## src/rtl/sccb_pkg.sv

```systemverilog
// sccb_pkg: shared state type, frame geometry and bus-drive decode for the SCCB writer.
package sccb_pkg;
  typedef enum logic [2:0] {S_IDLE, S_START, S_BITS, S_STOP, S_GAP} state_t;
  localparam int SCCB_BITS = 27;
  localparam int START_Q = 2;
  localparam int STOP_Q = 2;
  localparam int GAP_Q = 4;
  function automatic logic ninth_bit(input logic [4:0] n);
    return n == 5'd8 || n == 5'd17 || n == 5'd26;
  endfunction
  // Returns {sioc, siod_oe} for a given position in the frame.
  function automatic logic [1:0] bus_drive(input state_t s, input logic [1:0] q, input logic ninth, input logic b);
    return s == S_START ? {q == 2'd0, 1'b1} :
           s == S_BITS  ? {q == 2'd1 || q == 2'd2, !ninth && !b} :
           s == S_STOP  ? {1'b1, q == 2'd0} : 2'b10;
  endfunction
endpackage

```

## src/rtl/sccb_tick_gen.sv

```systemverilog
// sccb_tick_gen: quarter-bit strobe, held at phase 0 while not running.
module sccb_tick_gen #(
  parameter int QTR_CYCLES = 163
) (
  input  logic clk_in,
  input  logic rst_in_n,
  input  logic run_in,
  output logic tick_out
);
  localparam int W = QTR_CYCLES > 1 ? $clog2(QTR_CYCLES) : 1;
  logic [W-1:0] cnt_q;
  assign tick_out = run_in && cnt_q == W'(QTR_CYCLES - 1);
  always_ff @(posedge clk_in or negedge rst_in_n)
    if (!rst_in_n) cnt_q <= '0;
    else cnt_q <= (!run_in || tick_out) ? '0 : cnt_q + 1'b1;
endmodule

```

## src/rtl/sccb_writer.sv

```systemverilog
// sccb_writer: SCCB 3-phase register write master (device, register, value).
module sccb_writer
  import sccb_pkg::*;
#(
  parameter int         QTR_CYCLES = 163,
  parameter logic [7:0] DEV_ADDR   = 8'h42
) (
  input  logic       clk_in,
  input  logic       rst_in_n,
  input  logic       req_valid_in,
  input  logic [7:0] reg_addr_in,
  input  logic [7:0] reg_data_in,
  output logic       req_ready_out,
  output logic       sioc_out,
  output logic       siod_oe_out,
  input  logic       siod_in,
  output logic       done_out,
  output logic       nack_out
);
  state_t state_q, state_d;
  logic [1:0] qtr_q, qtr_d;
  logic [4:0] bit_q, bit_d;
  logic [23:0] sreg_q, sreg_d;
  logic nack_d, sioc_d, oe_d, tick, accept, last_qtr, ninth, last_bit;
  sccb_tick_gen #(.QTR_CYCLES(QTR_CYCLES)) u_tick (
    .clk_in  (clk_in),
    .rst_in_n(rst_in_n),
    .run_in  (state_q != S_IDLE),
    .tick_out(tick)
  );
  always_comb begin
    accept = req_ready_out && req_valid_in;
    ninth = ninth_bit(bit_q);
    last_bit = bit_q == 5'(SCCB_BITS - 1);
    last_qtr = state_q == S_START ? qtr_q == 2'(START_Q - 1) :
               state_q == S_BITS  ? qtr_q == 2'd3 :
               state_q == S_STOP  ? qtr_q == 2'(STOP_Q - 1) :
               state_q == S_GAP   ? qtr_q == 2'(GAP_Q - 1) : 1'b0;
    state_d = state_q;
    qtr_d = qtr_q;
    bit_d = bit_q;
    sreg_d = sreg_q;
    nack_d = nack_out;
    if (accept) begin
      state_d = S_START;
      qtr_d = 2'd0;
      bit_d = 5'd0;
      sreg_d = {DEV_ADDR, reg_addr_in, reg_data_in};
      nack_d = 1'b0;
    end else if (tick) begin
      qtr_d = last_qtr ? 2'd0 : qtr_q + 2'd1;
      // Ninth bit is don't-care: a high sample only flags nack, the frame carries on.
      nack_d = nack_out || (state_q == S_BITS && ninth && qtr_q == 2'd2 && siod_in);
      if (state_q == S_BITS && qtr_q == 2'd3) begin
        sreg_d = ninth ? sreg_q : sreg_q << 1;
        bit_d = last_bit ? 5'd0 : bit_q + 5'd1;
      end
      if (last_qtr)
        state_d = state_q == S_START ? S_BITS :
                  state_q == S_BITS  ? (last_bit ? S_STOP : S_BITS) :
                  state_q == S_STOP  ? S_GAP : S_IDLE;
    end
    // Bus pins are decoded from the next state so they register in step with it.
    {sioc_d, oe_d} = bus_drive(state_d, qtr_d, ninth_bit(bit_d), sreg_d[23]);
  end
  always_ff @(posedge clk_in or negedge rst_in_n)
    if (!rst_in_n) begin
      state_q <= S_IDLE;
      qtr_q <= 2'd0;
      bit_q <= 5'd0;
      sreg_q <= 24'd0;
      req_ready_out <= 1'b1;
      sioc_out <= 1'b1;
      siod_oe_out <= 1'b0;
      done_out <= 1'b0;
      nack_out <= 1'b0;
    end else begin
      state_q <= state_d;
      qtr_q <= qtr_d;
      bit_q <= bit_d;
      sreg_q <= sreg_d;
      req_ready_out <= state_d == S_IDLE;
      sioc_out <= sioc_d;
      siod_oe_out <= oe_d;
      done_out <= tick && state_q == S_STOP && last_qtr;
      nack_out <= nack_d;
    end
endmodule

```

## config.mk

```make
export PLATFORM = sky130hd
export DESIGN_NAME = sccb_writer
export DESIGN_NICKNAME = d
export VERILOG_FILES = /design/src/rtl/sccb_pkg.sv /design/src/rtl/sccb_tick_gen.sv /design/src/rtl/sccb_writer.sv
export SDC_FILE = /design/constraint.sdc
export NUM_CORES = 1
export LEC_CHECK = 0
export BUFFER_PORTS_ARGS = -buffer_cell sky130_fd_sc_hd__buf_2
export CAP_MARGIN = 5
export CORE_MARGIN = 5
export CORE_UTILIZATION = 49
export CTS_BUF_LIST = sky130_fd_sc_hd__clkbuf_4
export CTS_CLUSTER_DIAMETER = 100
export DETAILED_ROUTE_END_ITERATION = 7
export PLACE_DENSITY_LB_ADDON = 0.05
export SYNTH_ARGS = -nofsm -noshare
export SYNTH_HDL_FRONTEND = slang
export SYNTH_SLANG_ARGS = --single-unit
```

## constraint.sdc

```tcl
create_clock -name clk_in -period 3.2 [get_ports clk_in]
set_clock_uncertainty 0.1 [all_clocks]
set_input_delay 0.64 -clock clk_in [delete_from_list [all_inputs] [get_ports clk_in]]
set_output_delay 0.64 -clock clk_in [all_outputs]
set_load 0.1 [all_outputs]
```

; ---- Word-level counts from Yosys, hierarchy flattened
; Cells that the tools add are included.
[totals]
output_inout_bits = 5
ff_bits = 47
wordCells = 87
[op_classes]
n_eq_ne = 20
reduce_logical = 25
add_sub_neg = 3
mux = 28
[ops]
columns = cell, n
row1 = 24-bit two-way mux, 4
row2 = 5-bit equality test (second input constant), 4
row3 = 5-bit two-way mux, 4
row4 = 3-bit two-way mux, 6
row5 = 3-bit by 2-bit equality test with 1-bit output (second input constant), 4
row6 = 5-bit by 4-bit equality test with 1-bit output (second input constant), 2
row7 = 2-bit two-way mux, 5
row8 = 1-bit logical AND, 9
row9 = 8-bit by 1-bit adder with 8-bit output (second input constant), 1
row10 = 8-bit equality test (second input constant), 1
row11 = 1-bit two-way mux, 8
row12 = 8-bit two-way mux, 1
row13 = 1-bit logical OR, 7
row14 = 2-bit equality test (second input constant), 3
row15 = 3-bit by 1-bit equality test with 1-bit output (second input constant), 2
row16 = 5-bit by 1-bit adder with 5-bit output (second input constant), 1
row17 = 2-bit by 1-bit equality test with 1-bit output (second input constant), 2
row18 = 2-bit nonzero test, 2
row19 = 3-bit equality test (second input constant), 1
row20 = 1-bit zero test, 3
row21 = 3-bit zero test, 1
row22 = 3-bit AND reduction, 1
row23 = 3-bit nonzero test, 1
row24 = 2-bit by 1-bit adder with 2-bit output (second input constant), 1
row25 = 2 further kinds, 2

; ---- Logic depth before layout (Yosys ltp)
; Gate-level depths: netlist of the first run.
[depth]
ltp_word = 12
depth_mapped = 11

; ---- Modules after synthesis
; A second synthesis of the first run with hierarchy kept.
[unflattened]
hier_cells = 250
hier_area_um2 = 2532.4
[modules_own_cells]
columns = mod, instances, area_per_inst_um2, cells_per_inst
row1 = sccb_writer, 1, 2123.3, 209
row2 = sccb_tick_gen, 1, 409.1, 41

; ---- Worst setup path before layout of the first run
; No wires, ideal clock.
[synth_path]
path_kind = reg2reg
start = register u_tick.cnt_q[0]
end = register sioc_out
path_slack_ns = 0.841
required_ns = 3.016
stages_incl_launch_ff = 11
setup_time_ns = 0.084
t_arrival_ns = 2.175
n_path_buf = 0
path_cell_list = dfrtp_1 inv_1 ha_1 or3b_4 nor2_1 nand3_1 nor2_1 a21oi_1 or2_2 ha_1 o32a_2
[synth_between]
elab_chain_len = 8
word_cells_on_any_way = 14
classes_between = eq/ne: 5 / mux: 6 / reduce/logical: 3
[synth_lines]
columns = item, line
row1 = start: declaration, sccb_tick_gen.sv:11  ; logic [W-1:0] cnt_q;
row2 = start signal: assignment, sccb_tick_gen.sv:15  ; else cnt_q <= (!run_in || tick_out) ? '0 : cnt_q + 1'b1;
row3 = 8-bit equality test (*), sccb_tick_gen.sv:12  ; assign tick_out = run_in && cnt_q == W'(QTR_CYCLES - 1);
row4 = 1-bit logical AND (*), sccb_tick_gen.sv:12
row5 = 2-bit two-way mux, sccb_writer.sv:50  ; end else if (tick) begin
row6 = 2-bit two-way mux, sccb_writer.sv:44  ; if (accept) begin
row7 = 2-bit by 1-bit equality test with 1-bit output / 2-bit equality test (equally long branches), sccb_pkg.sv:14  ; s == S_BITS ? {q == 2'd1 || q == 2'd2, !ninth && !b} :
row8 = 1-bit logical OR, sccb_pkg.sv:14
row9 = 2-bit two-way mux, sccb_pkg.sv:14
row10 = 2-bit two-way mux (*), sccb_pkg.sv:13  ; return s == S_START ? {q == 2'd0, 1'b1} :
row11 = via sioc_d, sccb_writer.sv:24  ; logic nack_d, sioc_d, oe_d, tick, accept, last_qtr, ninth, last_bit;
row12 = end signal: assignment, sccb_writer.sv:83  ; sioc_out <= sioc_d;
row13 = end: declaration, sccb_writer.sv:14  ; output logic sioc_out,
; The timed path passes the listed nets; every way through them passes the cells marked *.
; A chain may end at the register's enable or synchronous reset.

; ---- Final worst setup path of the first run
[layout_path]
start = register u_tick.cnt_q[0]
end = register siod_oe_out
[layout_between]
elab_chain_len = 11
word_cells_on_any_way = 25
classes_between = eq/ne: 7 / mux: 11 / reduce/logical: 7
[layout_lines]
columns = item, line
row1 = 8-bit equality test (*), sccb_tick_gen.sv:12
row2 = 1-bit logical AND (*), sccb_tick_gen.sv:12
row3 = 5-bit two-way mux, sccb_writer.sv:50
row4 = 5-bit two-way mux, sccb_writer.sv:44
row5 = 5-bit by 4-bit equality test with 1-bit output / 5-bit equality test (equally long branches), sccb_pkg.sv:9  ; return n == 5'd8 || n == 5'd17 || n == 5'd26;
row6 = 1-bit logical OR (2 in series), sccb_pkg.sv:9
row7 = 1-bit zero test, sccb_pkg.sv:14
row8 = 1-bit logical AND, sccb_pkg.sv:14
row9 = 2-bit two-way mux, sccb_pkg.sv:14
row10 = 2-bit two-way mux (*), sccb_pkg.sv:13
row11 = via oe_d, sccb_writer.sv:24
row12 = end signal: assignment, sccb_writer.sv:74  ; siod_oe_out <= 1'b0;
row13 = end signal: assignment, sccb_writer.sv:84  ; siod_oe_out <= oe_d;
row14 = end: declaration, sccb_writer.sv:15  ; output logic siod_oe_out,
; The timed path passes the listed nets; every way through them passes the cells marked *. The select of a mux whose other input is x is not followed.

==> results.md, run 1 <==
- The flow ran to the end, and the final reports show no timing, DRC or antenna violations.
- The critical path launch point type is a flop.
- Input and output buffers added on the ports amount to 24.
- Dividing the detail-routed via count by the number of cells gives 5.31.
- Walking the worst path, the cells encountered are inv_1 > ha_1 > or3b_4 > o41ai_1 > o221ai_1 > mux2i_1 > o21ai_0 > o211ai_2 > o211ai_2.
- Measured on the finished design, the core utilization comes to 55.3%.
- The floorplan step set the die height to 81.7 microns.
- Leaving out fill and tap cells, the most frequent cell in the layout is dfrtp_1.
- The length of routed met2 wiring is 2160 microns.
- The amount of wire on met3 after detailed routing is 166 microns.
- For this run, the number of standard cells in the final layout without fillers is 351.
- The number of buffers inserted for hold repair after clock tree synthesis is 0.
- The floorplan step defined a die boundary enclosing 0.00667 sq mm.
- The library cells used most frequently in the layout, excluding fill and tap cells, are dfrtp_1 (45), nand2_1 (32), nor2_1 (27).
- Of the total power, registers draw 51.3%.
- Data on the critical path is required at its endpoint by 3410 ps.
- The number of remaining DRC errors is 0.
- Setup violations remaining at the end of the flow were counted as 0.
- Counting flops and latches in the post-synthesis netlist gives 47.
- The maximum fanout along the worst path is 5.
- The most critical setup path has its startpoint at u_tick.cnt_q[0].
- The largest individual stage delay along the critical path comes from the cell o41ai_1.
- In this run, distinct cell masters in the synthesized netlist total 47.
- The internal power summed over all cells is 0.00117 W.
- The setup slack after layout is 657 ps.
- Row generation in the floorplan step produced 26 rows.
- The startpoint of the lowest-slack register-to-register path is u_tick.cnt_q[0].
- For the worst flop-to-flop path, the logic depth is 9.
- The I/O pin count is 25.
- Yosys printed 0 warnings.
- The post-synthesis async set-or-reset flop share is 100%.
- The kind of capture point of the worst setup path is a flop.
- After synthesis, the mean cell area works out to 9.83 sq um.
- After detailed routing, the wire length on met1 is 2520 microns.
- The critical path crosses 9 cells after its start point.
- The number of synthesized flops with an enable pin is 0.
- The synthesized netlist occupies a cell area of 0.00252 sq mm.
- The synthesized netlist net count is 286.
- The power per cell area is 668 mW/mm^2.
- In the synthesized netlist the dominant register cell turns out to be dfrtp_1.
- The worst path needs 2540 ps of the cycle, external delays included.
- The count of cells resized by post-cts repair is 0.
- The number of nets with antenna violations after routing is 0.
- The fraction of layout instances using a drive strength above 1 is 17.8%.
- The critical path is of the flop to flop type.
- Clock-pin slew was measured on the worst setup and hold paths at 150 ps.
- The cell type group with the largest total delay on the critical path is compound AO/OA/AOI/OAI gates.
- The number of buffers inserted during clock tree synthesis is 5.
- The routed layout has 1,863 vias.
- The cell leakage power is 1.20 nW.
- The switching portion of total power is 37.2%.
- Counting every instance in the synthesized netlist gives 256.
- The initial utilization of the core area, before any placement, comes to 49.9%.
- The maximum root-to-sink buffer count is 2.
- Setup repair after global routing left no endpoint under its margin.
- The largest total area in the synthesized netlist belongs to dfrtp_1.
- At the placement stage, the worst setup path has a slack of 670 ps.
- The initial DRC count is 135.
- The layout overhead on the synthesized area is 10.7%.
- The total inserted antenna cells is 0.
- After layout, the worst path uses 79.5% of the clock period.
- The TritonCTS clock tree is built.
- The fmax is 0.393 GHz.
- In this run, placement finished with an instance count of 343.
- The floorplan core area is 0.00504 sq mm.
- The congestion estimate from routability-driven global placement came to 0.836.
- The capture point of the worst path is siod_oe_out.
- The via count of the first global-routing pass is 1,770.
- The worst ir drop on vdd is 0.354 mV.
- The routed length per instance is 14.1 microns.
- The worst-skew pair later-pin latency is 370 ps.
- The number of sinks driven by the clock tree is 47.
- The sequential cell area fraction in the yosys report is 46.8%.
- The iteration count of the initial detailed-routing pass is 4.
- The stage delay of the slowest cell on the critical path is 490 ps.
- Global routing finished with a remaining overflow of 0.
- The path type of the worst min-delay path is primary input to asynchronous set/reset pin.
- The final number of hold-violating endpoints is 0.
- The critical path's most frequent cell is o211ai_2.
- The top layer used by detailed routing is met4.
- The global-route usage over all layers is 16.6%.
- Counting both buffers and inverters, the worst setup path holds a total of 1.
- The number of pins with negative max-slew slack in the final report came to 0.
- The number of nets in the final layout is 310.
- The placed wire-length estimate after detailed placement is 3490 microns.
- The slew at the pin closest to its max-slew limit is 1030 ps.
- The root buffer selected by CTS is clkbuf_4.
- The initial antenna violation count is 0.
- The post-CTS repair timing setup buffer count is 0.
- The number of maximum-capacitance violations is 0.
- For this design the total switching power over the nets is 0.000693 W.
- In this run the horizontal extent of the chip is 81.7 microns.
- The clock power share is 19.4%.
- The top cell type's share of synthesized area is 44.8%.
- The final-layout setup total negative slack is 0 ps.
- The arrival time reported for the critical path endpoint is 2750 ps.
- The worst register-to-register path has a setup slack of 660 ps.
- For this block, the routed nets add up to 4960 microns of wire.
- The wire length of the first global-routing pass is 8450 microns.
- The reg-to-reg endpoint is siod_oe_out.
- Yosys attributes the largest share of cell area to dfrtp_1 (45%), mux2i_1 (9.9%), ha_1 (5.0%).
- In this run the number of H-tree levels came out at 2.
- The proportion of power drawn by combinational gates is 29.3%.
- The largest net degree at the start of global routing is 48.
- The worst pin sits at a relative slew slack of 31.7%.
==> logic make-up after synthesis <==
family,synth area share (%)
buffers and inverters,3.53
muxes,10.4
and+or+nand+nor,19.5
AOI/OAI and AO/OA,11.9
DFF,46.8
xor gates and xnor gates,2.78
adders and majority gates,4.97
==> flip-flops by register name, indices dropped and copies added, names as in the netlist <==
signal	cells
bit_q	5
done_out	1
nack_out	1
qtr_q	2
req_ready_out	1
sioc_out	1
siod_oe_out	1
sreg_q	24
state_q	3
u_tick.cnt_q	8
==> cell type report <==
class / count / area [sq um]
clock buffer: 5 / 37.5
clock inverter: 3 / 42.5
fill: 492 / 2260
inverter: 11 / 41.3
multi-input combinational: 188 / 1260
sequential: 47 / 1180
tap: 70 / 87.6
timing repair buffer: 27 / 143
==> cells in the mapped netlist, drive strengths merged, types with 3 or more instances <==
library cell	n
dfrtp	45
nand2	32
nor2	27
mux2i	25
o21ai	19
inv	11
nand3	11
ha	10
a21oi	8
clkbuf	6
nor3	6
xor2	5
a31oi	4
buf	4
and2	3
and3	3
or3	3
xnor2	3
==> how the worst min path moves through the flow <==
| stage | slack (ps) | to | startpoint | depth (start not counted) |
|---|---|---|---|---|
| 2_1_floorplan | 240 | bit_q[0] | rst_in_n | 0 |
| 3_3_place_gp | 380 | nack_out | nack_out | 2 |
| 3_5_place_dp | 380 | nack_out | nack_out | 2 |
| 4_1_cts | 340 | sreg_q[13] | reg_addr_in[5] | 3 |
| 5_1_grt | 330 | sreg_q[11] | reg_addr_in[3] | 3 |
| 6_report | 330 | bit_q[0] | rst_in_n | 1 |
==> per-layer routing <==
| metal | global-route usage (%) | up-vias |
|---|---|---|
| li1 | - | 947 |
| met1 | 24.2 | 874 |
| met2 | 23.9 | 32 |
| met3 | 2.96 | 10 |
| met4 | 7.64 | 0 |
| met5 | 0 | - |
==> metrics by stage <==
stage / hold WS [ps] / instance area (sq um) / total power, W
2_1_floorplan: 244 / 2520 / 0.00136
3_3_place_gp: 384 / 2710 / 0.00150
3_5_place_dp: 385 / 2710 / 0.00151
4_1_cts: 342 / 2790 / 0.00188
5_1_grt: 335 / 2790 / 0.00201
6_report: 328 / 2790 / 0.00186
==> power by group through the flow <==
stage / clock network (W) / logic (W) / registers [W]
after global routing: 0.000407 / 0.000621 / 0.000985
after global placement: 0 / 0.000541 / 0.000960
after floorplan: 0 / 0.000366 / 0.000995
after detailed placement: 0 / 0.000548 / 0.000962
final: 0.000361 / 0.000546 / 0.000955
after CTS: 0.000381 / 0.000551 / 0.000952
Power figures use the tool's default switching activity.
==> run 2: changes to the inputs <==
Settings changed: ABC_AREA set to 1.
Clock period 3.2 ns to 2.5 ns, I/O delays scaled along.
==> run 2 against run 1 <==
  * Setup slack worse by 370 ps
  * Total power down 39%
  * Critical path depth up 5
  * Critical path type unchanged
  * Routed wire length up 1.7%
  * Register-to-register slack worse by 370 ps
  * Utilization up 1.5 points
  * Non-clock buffer count up 3
  * Global-route usage up 0.99 points
==> results.md, run 2 <==
- Summed over all cells, the static leakage comes to 1.45 nW.
- The critical path in this run is classified as flop to flop.
- The routed length per instance is 12.9 microns.
- Setup violations remaining at the end of the flow were counted as 0.
- In this run the number of H-tree levels came out at 2.
- The synthesized netlist occupies a cell area of 0.00244 sq mm.
- The number of cell rows is 25.
- Buffers inserted during clock tree synthesis total 5.
- The register with the most flip-flops in the layout has 24 of them.
- The via count of the first global-routing pass is 1,807.
- For this run, the leading register cell type out of synthesis is dfrtp_1.
- Ranked by flip-flop count, first place goes to sreg_q.
- Dividing the detail-routed via count by the number of cells gives 4.99.
- The width of the die is 80.6 microns.
- In this run the critical register-to-register path is captured at siod_oe_out.
- Among all cell types in the netlist, the one instantiated most often is nand2_1.
- By area, the combinational part of the netlist is dominated by simple AND/OR/NAND/NOR gates.
- Clock-pin slew was measured on the worst setup and hold paths at 140 ps.
- The slew at the pin closest to its max-slew limit is 581 ps.
- The worst register-to-register path has a depth of 14.
- In this run the count of I/O pins placed on the die edge is 25.
- The starting density of the core is 51.0%.
- Setup repair after global routing left no endpoint under its margin.
- The total overflow left after global routing is 0.
- The multi-input combinational cells in the finished layout cover a total of 0.00105 sq mm.
- Summing all flip-flop and latch instances after layout gives 0.00118 sq mm.
- The number of sinks driven by the clock tree is 47.
- In this run the tool buffered the top-level ports with 24 buffer cells.
- The largest registers in the layout are sreg_q: 24 flops, u_tick.cnt_q: 8 flops, bit_q: 5 flops.
- The path type of the worst min-delay path is primary input to asynchronous set/reset pin.
- In this run the worst path has a maximum fanout of 10.
- In this run the critical register-to-register path is launched from u_tick.cnt_q[0].
- The top cell types in the final layout, fill and taps aside, are nand2_1 (72), dfrtp_1 (45), inv_1 (40).
- In the synthesized netlist the async set-or-reset flop fraction comes to 100%.
- The top cell type by area accounts for 46.1% of the synthesized area.
- The initial antenna violation count is 0.
- At the end of routability-driven placement, the weighted congestion stood at 0.882.
- In this run the remaining antenna-violating nets after routing total 0.
- The synthesized design contains 47 register bits.
- The synthesized netlist net count is 322.
- The routed layout has 1,952 vias.
- The first global-routing pass estimated 8800 microns of wire.
- The number of buffers inserted for hold repair after clock tree synthesis is 0.
- The number of antenna diodes in the final layout is 0.
- The kind of capture point of the worst setup path is a flop.
- Data on the critical path arrives at its endpoint at 2370 ps.
- The count of mapped cells out of synthesis is 292.
- OpenSTA, run right after detailed placement, puts the worst setup slack at 360 ps.
- The detailed router finished its first iteration with 86 violations.
- Summing the areas of all compound-gate instances in the mapped netlist gives 13.2% of the synthesized area.
- The simple-gate area share of the yosys netlist is 24.5%.
- The iteration count of the initial detailed-routing pass is 5.
- In this run, synthesis inferred 0 flip-flops with an integrated enable.
- The average instance in the mapped netlist occupies 8.36 sq um.
- The fmax is 0.452 GHz.
- The setup slack after layout is 288 ps.
- The worst ir drop on vdd is 0.267 mV.
- Cells with a size suffix above 1 make up 18.8% of the layout.
- The number of maximum-capacitance violations is 0.
- The sequential cell area fraction in the yosys report is 48.3%.
- The critical path launch point type is a flop.
- The time the worst path needs with I/O delays and setup is 2210 ps.
- Summed over all instances, the cell type with the most area after synthesis is dfrtp_1.
- Counting the fill cells in the layout gives 460.
- The portion of synthesized area spent on multiplexers is 0%.
- The net count of the finished layout is 354.
- Leaving out fill and tap cells, the most frequent cell in the layout is nand2_1.
- In this run the deepest clock path goes through 2 buffers.
- Measured along the y axis, the die boundary spans 80.6 microns.
- The synthesized netlist devotes 5.13% of its cell area to adder and majority cells.
- The area share of xor/xnor cells in the synthesized design is 0.359%.
- The worst max-slew margin expressed relative to the limit is 61.3%.
- In the finished design, the share of the clock period the worst path needs comes to 88.5%.
- After detailed routing, the total wire length is 5050 microns.
- TritonCTS built the clock tree.
- The run finished with clean final reports.
- The required time of the critical path is 2650 ps.
- The final-layout setup total negative slack is 0 ps.
- The floorplan core area is 0.00479 sq mm.
- The number of remaining DRC errors is 0.
- Entering global routing, the biggest net connects 48 pins.
- Power spread over the standard cell area amounts to 417 mW/mm^2.
- The final number of hold-violating endpoints is 0.
- The total die area is 0.00649 sq mm.
- After clock tree synthesis, the setup repair step added 0 buffers.
- The number of distinct library cells after synthesis is 37.
- CTS placed an instance of clkbuf_4 at the clock tree root.
- Across all register-to-register paths, the minimum setup slack is 290 ps.
- The worst-skew pair later-pin latency is 360 ps.
- Counting instances in the post-synthesis netlist gives the leading cell types as nand2_1 (72), dfrtp_1 (45), inv_1 (40).
- The warning count from the yosys run is 0.
- The placed wire-length estimate after detailed placement is 3770 microns.
- In the post-synthesis netlist, the biggest area contributors are dfrtp_1 (46%), nand2_1 (11%), inv_1 (6.2%).
- The count of cells resized by post-cts repair is 0.
- The global-route usage over all layers is 17.6%.
- The number of pins with negative max-slew slack in the final report was 0.
- The layout overhead on the synthesized area is 11.4%.
==> run 2: cell count changes after synthesis, sizes merged, moves of 4 or more <==
| cell | change |
|---|---|
| a31oi | -4 |
| a21oi | +4 |
| xor2 | -4 |
| o21ai | -5 |
| nand3 | +5 |
| mux2i | -25 |
| inv | +35 |
| clkbuf | -5 |
| nand2 | +44 |
| o221ai | +5 |
| a22oi | +6 |
==> run 2: layout make-up <==
class,instances,share of cell area [%]
clock buffers,5,1.38
flip-flops and latches,47,43.4
inverters,48,6.86
clock inverters,2,0.506
well taps,67,3.08
multi-input cells,192,38.7
repair buffers,30,6.07
==> run 2: cell families (layout without fill, tap and decap cells) <==
family	after synthesis	count (layout)
flip-flops	47	47
XOR/XNOR	1	1
AO/OA/AOI/OAI	49	49
AND/OR/NAND/NOR	132	132
adder cells (fa/ha/maj)	10	10
buffers and inverters	53	85
==> run 2: worst max path at each step <==
stage / from / depth (start not counted) / slack (ps) / to
CTS: u_tick.cnt_q[0] / 14 / 300 / siod_oe_out
global placement: qtr_q[0] / 12 / 370 / siod_oe_out
floorplan: req_ready_out / 8 / 250 / sioc_out
detailed placement: qtr_q[0] / 12 / 360 / siod_oe_out
finish: u_tick.cnt_q[0] / 14 / 290 / siod_oe_out
global route: u_tick.cnt_q[0] / 14 / 40 / siod_oe_out
==> run 2: stage by stage <==
stage          instance area (sq um)  std cells  util [%]  hold WS, ps  total power, W
5_1_grt                         2720        391      56.8          125         0.00120
3_3_place_gp                    2670        384      55.7          359        0.000805
4_1_cts                         2720        391      56.8          116         0.00115
6_report                        2720        391      56.8          109         0.00113
3_5_place_dp                    2670        384      55.7          361        0.000805
2_1_floorplan                   2440        292         -          104        0.000775
==> run 2: routing by layer <==
layer	wire, microns	up-vias	share of wire (%)	GRT usage, %
met4	57	0	1.1	5.07
met5	0	-	0	0
met2	2220	35	44	25.7
met3	222	5	4.4	4.37
li1	-	1012	-	-
met1	2550	900	51	25.8
==> run 2: report_power, final <==
group / leakage (nW) / total (W) / switching [W] / internal [W]
clock: 0.0310 / 0.000345 / 0.000240 / 0.000105
combinational: 0.859 / 0.0000290 / 0.0000177 / 0.0000113
sequential: 0.557 / 0.000760 / 0 / 0.000760
total: 1.45 / 0.00113 / 0.000258 / 0.000877
==> run 2: worst max-delay path: stages (launching register included) <==
cell	delay, ps
dfrtp_1	430
inv_1	60
ha_1	150
nand2_1	90
nor2_4	100
nand3_4	150
clkinv_4	130
a21oi_1	70
a211oi_1	280
inv_1	90
ha_1	200
inv_1	70
nor2_1	50
nor2_1	90
nand2_1	60
==> run 3: changes to the inputs <==
Settings changed: CORE_UTILIZATION 49 to 40.
Clock period 2.5 ns to 2.28 ns, I/O delays scaled along.
==> run 3 against run 2 <==
  * Cell area increased by 4.4%
  * Non-clock buffer count increased by 10
  * Clock power increased by 5%
  * Total power increased by 8.3%
  * Largest power group unchanged
==> results.md, run 3 (synthesized netlist as in run 2, its figures left out) <==
- The run finished with clean final reports.
- The pre-antenna-repair detailed-routing pass consisted of 4 iterations.
- The largest registers in the layout are sreg_q: 24 flops, u_tick.cnt_q: 8 flops, bit_q: 5 flops.
- Global routing used 24.5% of the available met2 tracks.
- The number of maximum-capacitance violations is 0.
- The worst hold slack after final layout is 69.1 ps.
- Once routing completed, OpenROAD measured the worst setup slack at 121 ps.
- Ranked by flip-flop count, first place goes to sreg_q.
- The final critical path takes up 94.7% of the cycle.
- The library cell used most frequently in the layout, excluding fill and tap cells, is nand2_1.
- Routability-driven placement finished with a final weighted congestion of 0.790.
- The width of the die is 88.1 microns.
- Entering global routing, the biggest net connects 48 pins.
- The number of nets in the final layout is 365.
- In this run the register-to-register setup slack is 120 ps.
- For the finished layout, the period the worst path requires is 2160 ps.
- The global-route usage over all layers is 14.9%.
- Summing all placed instances gives a cell area of 0.00269 sq mm.
- The category of the critical setup timing path is flop to flop.
- For this block, the initial DRC count from the detailed router was 82.
- After routing the design area is 0.00284 sq mm.
- The number of vias per cell is 4.85.
- Global routing consumed, on the met3 layer, 3.01% of the routing resources.
- In this run the critical register-to-register path is launched from u_tick.cnt_q[0].
- Walking the worst path, the cells encountered are inv_1 > ha_2 > nand2_2 > nor2_4 > nand3_4 > buf_4 > nor3_4 > nor2_2 > buf_4 > a22oi_1 > o21ai_0.
- The number of pins with negative max-slew slack in the final report was 0.
- The global route total overflow is 0.
- The worst setup path is launched from a flop.
- The total die area is 0.00777 sq mm.
- The worst ir drop on vdd is 0.307 mV.
- Along the worst path, the maximum fanout reaches 7.
- The kind of capture point of the worst setup path is a flop.
- Clock tree synthesis found a total of 47 sinks.
- The fraction of layout instances using a drive strength above 1 is 23.3%.
- In this run the worst hold path is classified as primary input to asynchronous set/reset pin.
- The initial antenna violation count came to 0.
- The number of nets with antenna violations after routing is 0.
- Once layout is complete, the utilization of the core stands at 47.9%.
- The repair_antennas step left the layout with diodes totalling 0.
- The clock passes through at most 2 buffers.
- The placed wire-length estimate after detailed placement is 3820 microns.
- The starting density of the core is 41.2%.
- The number of input and output port buffers inserted is 24.
- The cell leakage power is 1.50 nW.
- Counting both buffers and inverters, the worst setup path holds a total of 3.
- After floorplanning, the core was divided into 28 placement rows.
- The via count of the first global-routing pass is 2,027.
- The met1 capacity usage during global routing is 20.0%.
- The register with the most flip-flops in the layout has 24 of them.
- The number of buffers inserted for hold repair after clock tree synthesis is 0.
- The number of H-tree levels is 2.
- Setup violations remaining at the end of the flow were counted as 0.
- The later pin in the worst-skew pair is clocked with a latency of 350 ps.
- The layout overhead on the synthesized area is 16.2%.
- The final number of hold-violating endpoints is 0.
- The cell that appears most often on the critical path is buf_4.
- Counting cells, the worst reg-to-reg path comes to 11.
- The cell type group with the largest total delay on the critical path is simple AND/OR/NAND/NOR gates.
- The wire length of the first global-routing pass is 9110 microns.
- The worst max-slew margin expressed relative to the limit is 60.2%.
- The stage delay of the slowest cell on the critical path is 430 ps.
- For this block, the via count after detailed routing is 1,989.
- The die is 88.1 microns tall.
- The total wire length is 5320 microns.
- In this run the critical register-to-register path is captured at sreg_q[10].
- TritonCTS created 5 clock buffers.
- The floorplan core area is 0.00592 sq mm.
- The power per cell area is 433 mW/mm^2.
- The placement-stage worst setup slack is 85.9 ps.
- The routed length per instance is 13.0 microns.
- Setup repair after global routing could not meet its margin everywhere.
- For this design the top-level I/O count stands at 25.
- The cell sitting at the root of the clock tree is a clkbuf_4.
- The required time of the critical path is 2420 ps.
- After detailed routing, the number of remaining DRC violations is 0.
- Tracing the worst setup path back leads to its startpoint at u_tick.cnt_q[0].
- TritonCTS built the clock tree.
- The arrival time reported for the critical path endpoint is 2300 ps.
- The global routing stage identified its most utilized layer as met2.
- The library cells used most frequently in the layout, excluding fill and tap cells, are nand2_1 (71), dfrtp_1 (44), inv_1 (39).
- At the pin with the least slew margin, the transition time is 597 ps.
- Static timing analysis puts the maximum clock frequency at 0.463 GHz.
- Adding up every negative setup slack in the final design gives 0 ps.
- Among all stages on the critical path, the largest delay is contributed by dfrtp_1.
- The clock slew seen by the registers of the worst setup and hold paths is 130 ps.
## run 3: per-layer routing
metal,share of wire [%],vias to the layer above
met3,2.5,4
met2,45,21
met4,0.94,0
li1,-,1032
met1,51,932
met5,0,-
## run 3: report_power, final
group	switching (W)	internal (W)
Combinational	0.0000201	0.0000124
Sequential	0	0.000834
Clock	0.000253	0.000110
Total	0.000273	0.000956
## run 3: worst max path at each step
stage                       end  slack, ps  cells past startpoint
finish               sreg_q[10]        120                     11
global route        siod_oe_out        -30                     14
CTS                 siod_oe_out         70                     14
detailed placement    sreg_q[5]         90                      8
global placement    siod_oe_out         90                     14
floorplan              sioc_out         30                      8
## run 3: timing repair
item	CTS	global route
endpoints found under the setup margin	0	18
setup buffers	0	9
gates resized for setup	0	10
## run 3: worst register-to-register path: stages, from the launching register on
cell and delay (ps):
dfrtp_1 430, inv_1 70, ha_2 180, nand2_2 70
nor2_4 130, nand3_4 150, buf_4 180, nor3_4 190
nor2_2 100, buf_4 180, a22oi_1 150, o21ai_0 110
## run 3: stage by stage
| step | instances | power, W |
|---|---|---|
| floorplan | 292 | 0.000850 |
| global placement | 393 | 0.000884 |
| detailed placement | 393 | 0.000884 |
| CTS | 400 | 0.00125 |
| global route | 410 | 0.00129 |
| finish | 410 | 0.00123 |
## run 3: final cells by class
type,instances,area (sq um)
fillers,597,3080
flip-flops and latches,47,1180
multi-input cells,193,1080
repair buffers,40,244
inverters,48,189
well taps,75,93.8
clock buffers,5,37.5
clock inverters,2,8.76
